## src/rtl/alu_mdu_param_if.sv

```systemverilog
// Request/response bundle for alu_mdu_param.
//   i_valid/o_ready : request handshake (accept = i_valid & o_ready at posedge)
//   i_aluop         : [4:1] opcode, [0] modifier
//   i_dataA/B, i_imm: operands
//   o_valid         : 1-cycle pulse, result/flags/branch updated
//   o_dataResult, o_shldBranch, o_flags {C,V,N,Z}: held until next o_valid
interface alu_mdu_param_if #(
  parameter int WIDTH = 16,
  parameter int IMM_W = 8
);
  logic             i_valid;
  logic             o_ready;
  logic [4:0]       i_aluop;
  logic [WIDTH-1:0] i_dataA;
  logic [WIDTH-1:0] i_dataB;
  logic [IMM_W-1:0] i_imm;
  logic             o_valid;
  logic [WIDTH-1:0] o_dataResult;
  logic             o_shldBranch;
  logic [3:0]       o_flags;

  modport master (
    output i_valid, i_aluop, i_dataA, i_dataB, i_imm,
    input  o_ready, o_valid, o_dataResult, o_shldBranch, o_flags
  );

  modport slave (
    input  i_valid, i_aluop, i_dataA, i_dataB, i_imm,
    output o_ready, o_valid, o_dataResult, o_shldBranch, o_flags
  );
endinterface

```

## src/rtl/alu_mdu_param.sv

```systemverilog
// Execute-stage ALU with an iterative multiply/divide unit.
//   i_clk : clock, all state on rising edge
//   i_rst : synchronous active-high reset
//   bus   : alu_mdu_param_if slave (handshake, operands, result/flags/branch)
// Single-cycle ops register their result on accept. MUL/DIV run WIDTH
// iterations in BUSY with o_ready low; DIV by zero completes like a
// single-cycle op.
module alu_mdu_param #(
  parameter int WIDTH = 16,
  parameter int IMM_W = 8
) (
  input logic             i_clk,
  input logic             i_rst,
  alu_mdu_param_if.slave  bus
);
  localparam int SW = $clog2(WIDTH);
  localparam logic [SW-1:0] LAST = SW'(WIDTH - 1);

  localparam logic [3:0] OP_ADD = 4'd0,  OP_SUB = 4'd1,  OP_OR = 4'd2,    OP_AND = 4'd3;
  localparam logic [3:0] OP_XOR = 4'd4,  OP_NOT = 4'd5,  OP_RDM = 4'd6,   OP_WRM = 4'd7;
  localparam logic [3:0] OP_LD = 4'd8,   OP_CMP = 4'd9,  OP_SHL = 4'd10,  OP_SHR = 4'd11;
  localparam logic [3:0] OP_JMPA = 4'd12, OP_JMPR = 4'd13, OP_MUL = 4'd14, OP_DIV = 4'd15;

  typedef enum logic {S_IDLE, S_BUSY} state_t;

  state_t           state_q, state_d;
  logic [WIDTH-1:0] res_q, res_d;
  logic             brn_q, brn_d;
  logic [3:0]       flg_q, flg_d;
  logic             vld_q, vld_d;
  // r: MUL accumulator / DIV partial remainder
  // x: MUL multiplicand (shifts left) / DIV dividend->quotient (shifts left)
  // y: MUL multiplier (shifts right) / DIV divisor
  logic [WIDTH-1:0] r_q, r_d, x_q, x_d, y_q, y_d;
  logic [SW-1:0]    cnt_q, cnt_d;
  logic             div_q, div_d, mod_q, mod_d;

  wire [3:0]       opc = bus.i_aluop[4:1];
  wire             lsb = bus.i_aluop[0];
  wire [WIDTH-1:0] a   = bus.i_dataA;
  wire [WIDTH-1:0] b   = bus.i_dataB;

  // ---------------- single-cycle datapath ----------------
  logic [WIDTH:0]   add_w, sub_w;
  logic [WIDTH-1:0] alu_res;
  logic             alu_c, alu_v, alu_brn, lt, gt;
  logic [SW-1:0]    jidx;

  always_comb begin
    add_w   = {1'b0, a} + {1'b0, b};
    sub_w   = {1'b0, a} - {1'b0, b};   // msb is the borrow
    lt      = lsb ? ($signed(a) < $signed(b)) : (a < b);
    gt      = lsb ? ($signed(a) > $signed(b)) : (a > b);
    jidx    = SW'({lsb, bus.i_imm[1:0]});
    alu_res = '0;
    alu_c   = 1'b0;
    alu_v   = 1'b0;
    alu_brn = 1'b0;
    case (opc)
      OP_ADD: begin
        alu_res = add_w[WIDTH-1:0];
        alu_c   = add_w[WIDTH];
        alu_v   = (a[WIDTH-1] == b[WIDTH-1]) && (alu_res[WIDTH-1] != a[WIDTH-1]);
      end
      OP_SUB: begin
        alu_res = sub_w[WIDTH-1:0];
        alu_c   = sub_w[WIDTH];
        alu_v   = (a[WIDTH-1] != b[WIDTH-1]) && (alu_res[WIDTH-1] != a[WIDTH-1]);
      end
      OP_OR:   alu_res = a | b;
      OP_AND:  alu_res = a & b;
      OP_XOR:  alu_res = a ^ b;
      OP_NOT:  alu_res = ~a;
      OP_RDM, OP_WRM: alu_res = a + WIDTH'($signed(bus.i_imm));
      OP_LD:   alu_res = lsb ? (WIDTH'(bus.i_imm) << (WIDTH - IMM_W)) : WIDTH'(bus.i_imm);
      OP_CMP:  alu_res[4:0] = {lt, gt, b == '0, a == '0, a == b};
      OP_SHL:  alu_res = a << b[SW-1:0];
      OP_SHR:  alu_res = lsb ? $unsigned($signed(a) >>> b[SW-1:0]) : (a >> b[SW-1:0]);
      OP_JMPA: begin
        alu_res = lsb ? a : WIDTH'(bus.i_imm);
        alu_brn = 1'b1;
      end
      OP_JMPR: begin
        alu_res = a;
        alu_brn = b[jidx];
      end
      OP_DIV: begin
        // only reaches the output on divide-by-zero
        alu_res = lsb ? a : '1;
        alu_v   = 1'b1;
      end
      default: alu_res = '0;
    endcase
  end

  // ---------------- one MDU iteration ----------------
  logic [WIDTH:0]   dtmp, ddif;
  logic [WIDTH-1:0] it_r, it_x, fin;

  always_comb begin
    dtmp = {r_q, x_q[WIDTH-1]};
    ddif = dtmp - {1'b0, y_q};
    if (div_q) begin
      if (dtmp >= {1'b0, y_q}) begin
        it_r = ddif[WIDTH-1:0];
        it_x = {x_q[WIDTH-2:0], 1'b1};
      end else begin
        it_r = dtmp[WIDTH-1:0];
        it_x = {x_q[WIDTH-2:0], 1'b0};
      end
    end else begin
      // low WIDTH bits of the product are sign-agnostic
      it_r = r_q + (y_q[0] ? x_q : '0);
      it_x = x_q << 1;
    end
    fin = (div_q && !mod_q) ? it_x : it_r;
  end

  // ---------------- next state ----------------
  always_comb begin
    state_d = state_q;
    res_d   = res_q;
    brn_d   = brn_q;
    flg_d   = flg_q;
    vld_d   = 1'b0;
    r_d     = r_q;
    x_d     = x_q;
    y_d     = y_q;
    cnt_d   = cnt_q;
    div_d   = div_q;
    mod_d   = mod_q;
    case (state_q)
      S_IDLE: if (bus.i_valid) begin
        if (opc == OP_MUL || (opc == OP_DIV && b != '0)) begin
          state_d = S_BUSY;
          r_d     = '0;
          x_d     = a;
          y_d     = b;
          cnt_d   = '0;
          div_d   = (opc == OP_DIV);
          mod_d   = lsb;
        end else begin
          res_d = alu_res;
          brn_d = alu_brn;
          flg_d = {alu_c, alu_v, alu_res[WIDTH-1], alu_res == '0};
          vld_d = 1'b1;
        end
      end
      S_BUSY: begin
        r_d   = it_r;
        x_d   = it_x;
        y_d   = div_q ? y_q : (y_q >> 1);
        cnt_d = cnt_q + 1'b1;
        if (cnt_q == LAST) begin
          state_d = S_IDLE;
          res_d   = fin;
          brn_d   = 1'b0;
          flg_d   = {2'b00, fin[WIDTH-1], fin == '0};
          vld_d   = 1'b1;
        end
      end
      default: state_d = S_IDLE;
    endcase
  end

  always_ff @(posedge i_clk) begin
    if (i_rst) begin
      state_q <= S_IDLE;
      res_q   <= '0;
      brn_q   <= 1'b0;
      flg_q   <= '0;
      vld_q   <= 1'b0;
      r_q     <= '0;
      x_q     <= '0;
      y_q     <= '0;
      cnt_q   <= '0;
      div_q   <= 1'b0;
      mod_q   <= 1'b0;
    end else begin
      state_q <= state_d;
      res_q   <= res_d;
      brn_q   <= brn_d;
      flg_q   <= flg_d;
      vld_q   <= vld_d;
      r_q     <= r_d;
      x_q     <= x_d;
      y_q     <= y_d;
      cnt_q   <= cnt_d;
      div_q   <= div_d;
      mod_q   <= mod_d;
    end
  end

  assign bus.o_ready      = (state_q == S_IDLE);
  assign bus.o_valid      = vld_q;
  assign bus.o_dataResult = res_q;
  assign bus.o_shldBranch = brn_q;
  assign bus.o_flags      = flg_q;
endmodule

```

## src/flat_wrapper.sv

```systemverilog
// flat-port wrapper written by rule: the top's interface ports become plain ports
module alu_mdu_param_flat 
#(
  parameter int WIDTH = 16,
  parameter int IMM_W = 8
)
  (i_clk, i_rst, bus_i_valid, bus_i_aluop, bus_i_dataA, bus_i_dataB, bus_i_imm, bus_o_ready, bus_o_valid, bus_o_dataResult, bus_o_shldBranch, bus_o_flags);
  alu_mdu_param_if #(.WIDTH(WIDTH), .IMM_W(IMM_W)) bus_i ();
  input logic i_clk;
  input logic i_rst;
  input wire logic [$bits(bus_i.i_valid)-1:0] bus_i_valid;
  input wire logic [$bits(bus_i.i_aluop)-1:0] bus_i_aluop;
  input wire logic [$bits(bus_i.i_dataA)-1:0] bus_i_dataA;
  input wire logic [$bits(bus_i.i_dataB)-1:0] bus_i_dataB;
  input wire logic [$bits(bus_i.i_imm)-1:0] bus_i_imm;
  output wire logic [$bits(bus_i.o_ready)-1:0] bus_o_ready;
  output wire logic [$bits(bus_i.o_valid)-1:0] bus_o_valid;
  output wire logic [$bits(bus_i.o_dataResult)-1:0] bus_o_dataResult;
  output wire logic [$bits(bus_i.o_shldBranch)-1:0] bus_o_shldBranch;
  output wire logic [$bits(bus_i.o_flags)-1:0] bus_o_flags;
  assign bus_i.i_valid = bus_i_valid;
  assign bus_i.i_aluop = bus_i_aluop;
  assign bus_i.i_dataA = bus_i_dataA;
  assign bus_i.i_dataB = bus_i_dataB;
  assign bus_i.i_imm = bus_i_imm;
  assign bus_o_ready = bus_i.o_ready;
  assign bus_o_valid = bus_i.o_valid;
  assign bus_o_dataResult = bus_i.o_dataResult;
  assign bus_o_shldBranch = bus_i.o_shldBranch;
  assign bus_o_flags = bus_i.o_flags;
  alu_mdu_param #(.WIDTH(WIDTH), .IMM_W(IMM_W)) u_core (.i_clk(i_clk), .i_rst(i_rst), .bus(bus_i));
endmodule
```

## config.mk

```make
export PLATFORM = sky130hd
export DESIGN_NAME = alu_mdu_param_flat
export DESIGN_NICKNAME = d
export VERILOG_FILES = /design/src/rtl/alu_mdu_param_if.sv /design/src/rtl/alu_mdu_param.sv /design/src/flat_wrapper.sv
export SDC_FILE = /design/constraint.sdc
export NUM_CORES = 1
export LEC_CHECK = 0
export CORE_MARGIN = 8
export CORE_UTILIZATION = 45
export DETAILED_ROUTE_END_ITERATION = 16
export PLACE_DENSITY = 0.68
export SLEW_MARGIN = 20
export SYNTH_ARGS = -nofsm -noshare
export SYNTH_HDL_FRONTEND = slang
export SYNTH_SLANG_ARGS = --single-unit
export TNS_END_PERCENT = 1
```

## constraint.sdc

```tcl
create_clock -name i_clk -period 11.1 [get_ports i_clk]
set_input_delay 1.665 -clock i_clk [delete_from_list [all_inputs] [get_ports i_clk]]
set_output_delay 1.665 -clock i_clk [all_outputs]
set_load 0.1 [all_outputs]
```

==> flow_summary.ini <==
[yosys]
synth_edf_count = 0
syn_inst = 1684
synth_largest_area_cell = dfxtp_1
yosys_warnings = 0
syn-mean-instance-area_um2 = 7.06
synth_ff_type = dfxtp_1
synth-seq-cells = 76
syn_area_um2 = 11900
ys_seq_area_frac = 0.128
synth_cell_types = 95
synthesis.nets = 1834
synth_top_area_share = 0.128
synthArstFlopShare = 0
ys_top_cells_by_area = dfxtp_1, ha_1, nor2_1

[route]
vias_per_cell = 6.91
drtIter0Drc = 1756
drc = 0
dr.pass1.iters = 8
wl_per_cell_um = 26.8
final_antenna_net_count = 0
dr_total_vias = 13800
wirelength_mm = 53.8

[finish]
layout_commonest_cell = nor2_1
layout.cells.non_filler = 2003
area_growth_pct = 9.31
nets = 1813
final_cell_mix = nor2_1, a21oi_1, nand2_1, ha_1, inv_1
drive_above_1_share = 0.0707
num_antenna_cells = 0
final_util = 0.500
design_area_um2 = 13000

[outcome]
status = finished, final reports clean

[critical_path]
worstSetupPathType = input port to flop
cp_max_fo = 23
start_kind = input port
crit_required_ns = 11.39
rr_startpoint = u_core.y_q[0]$_SDFFE_PP0P_
cp-startpoint = bus_i_dataB[3]
crit_arrival_ns = 6.67
endpoint_kind = flop

[global_route]
met2_usage = 0.479
grt-busiest-layer = met2
grt_max_degree = 76
gr-usage-met1 = 0.471
grtUsageMet3 = 0.0656
antenna_found_initial = 1
grt_pass1_vias = 12500
grt_pass1_wl_mm = 80.6
grt_use_total = 0.330
globalRouteOverflowTotal = 0

[sta]
hold_violations = 0
rsz0062_at_grt = false
maxSlewViolCount = 0
setup_slack_ns = 4.72
fin_tns_setup_ns = 0
finClkSkew_ns = 0.00854
finalSetupViolations = 0
period_share = 0.575
worst_slew_pin_slew_ns = 1.09
min_period_ns = 6.38
max_freq_mhz = 157
maxSlewHeadroom = 0.274

[clocking]
cts-resized-gates = 0
cts_setup_buffers = 0
cts_hold_buf = 0
cts_tree = built
cts-root-buf = clkbuf_16
clkTransAtPathRegs_ns = 0.07
cts_buffers = 9
clk_latency_ns = 0.35
cts_buffer_depth = 2
cts_sinks = 76
h-tree-depth = 3

[placed_design]
place.gp.congestion = 1.07
placed_cells = 1987
hpwl_mm = 41.6
placed_cell_area_um2 = 12700
place.port_buffers = 70
place_ws_ns = 4.65

[die]
die_h_um = 179
rows = 59
die_w_um = 179
die_area_um2 = 31900
start_util = 0.458
top_level_ports = 71
fp.coreArea_um2 = 26000

[worst_hold_path]
min-delay-start = u_core.bus.o_dataResult[7]$_SDFFE_PP0P_
hp-class = flop to flop

[pwr]
power.leakage_nw = 5.13
power_density_nw_per_um2 = 92.4
vdd_drop_max_v = 0.000148

[flow_run]
max_cap_violations = 0
sequential cells by signal, summed over array words and instances, names as in the netlist:
name	count
u_core.r_q	16
u_core.x_q	16
u_core.y_q	16
u_core.bus.o_dataResult	15
u_core.bus.o_flags	4
u_core.cnt_q	4
u_core.bus.o_shldBranch	1
u_core.bus.o_valid	1
u_core.div_q	1
u_core.mod_q	1
u_core.state_q	1
critical path, stage by stage:
cell	delay (ns)
clkdlybuf4s50_1	1.07
clkinv_1	0.59
ha_1	0.57
nor2b_1	0.23
a211oi_1	0.34
mux2i_1	0.12
a2111oi_0	0.50
nand3_1	0.28
a2111oi_0	0.60
nand4_1	0.16
nor4_1	0.30
nand4b_1	0.14
nand3_1	0.10
synthesized netlist by cell type (12+ instances only):
library cell / count
nor2b_1: 20
nand3_1: 50
and3_1: 22
dfxtp_1: 76
o21a_1: 12
a211o_1: 13
mux4_2: 17
nor3_1: 43
nor4_1: 22
a21o_1: 27
a31oi_1: 28
clkbuf_1: 98
o22ai_1: 12
a21oi_1: 143
nand2b_1: 19
buf_2: 18
inv_1: 87
ha_1: 97
o31ai_1: 13
nand2_1: 133
xor2_1: 14
mux2_2: 18
and2_1: 27
or3_1: 12
o211ai_1: 38
a22oi_1: 12
mux2i_1: 44
o21ai_0: 83
xnor2_1: 26
nand4_1: 17
a211oi_1: 52
nor2_1: 193
kinds of logic (layout without fill, tap and decap cells):
logic type,after synthesis,count (layout),synth area share
fa+ha+maj,102,102,0.111
compound gates,557,557,0.320
simple gates,610,610,0.252
mux,79,79,0.0863
xor+xnor,40,40,0.0295
buf+inv,220,204,0.0739
flops,76,76,0.128
stage by stage:
step / power, mW / hold WS [ns]
final: 1.20 / 0.455
after CTS: 1.18 / 0.453
after floorplan: 0.691 / 0.451
after global routing: 1.25 / 0.487
after global placement: 0.867 / 0.440
after detailed placement: 0.868 / 0.446
power breakdown:
group / internal, mW / switching [mW] / total (mW) / leakage [nW]
Sequential: 0.284 / 0.0148 / 0.299 / 0.619
Combinational: 0.193 / 0.392 / 0.586 / 4.36
Clock: 0.177 / 0.139 / 0.317 / 0.147
routing by layer:
metal  vias to the layer above  wire [um]
li1                       6224          -
met1                      6641      23400
met2                       847      21900
met3                       126       6110
met4                         2       2340
met5                         -         12
path summary, 6_finish.rpt:
check	slack [ns]	to	depth (start not counted)
worst max-delay path	4.72	u_core.bus.o_flags[0]$_SDFFE_PP0P_	13
worst min-delay path	0.46	u_core.bus.o_dataResult[7]$_SDFFE_PP0P_	2
worst max register to register	7.10	u_core.bus.o_flags[0]$_SDFFE_PP0P_	11
worst min register to register	0.46	u_core.bus.o_dataResult[7]$_SDFFE_PP0P_	2
cell type report:
type                    count  area (um^2)
fillers                  2694        13000
multi-input cells        1388         9510
flip-flops and latches     76         1530
repair buffers            100          911
well taps                 335          419
inverters                  88          330
clock buffers              10          229
clock inverters             6         73.8
(Power assumes the default switching activity.)
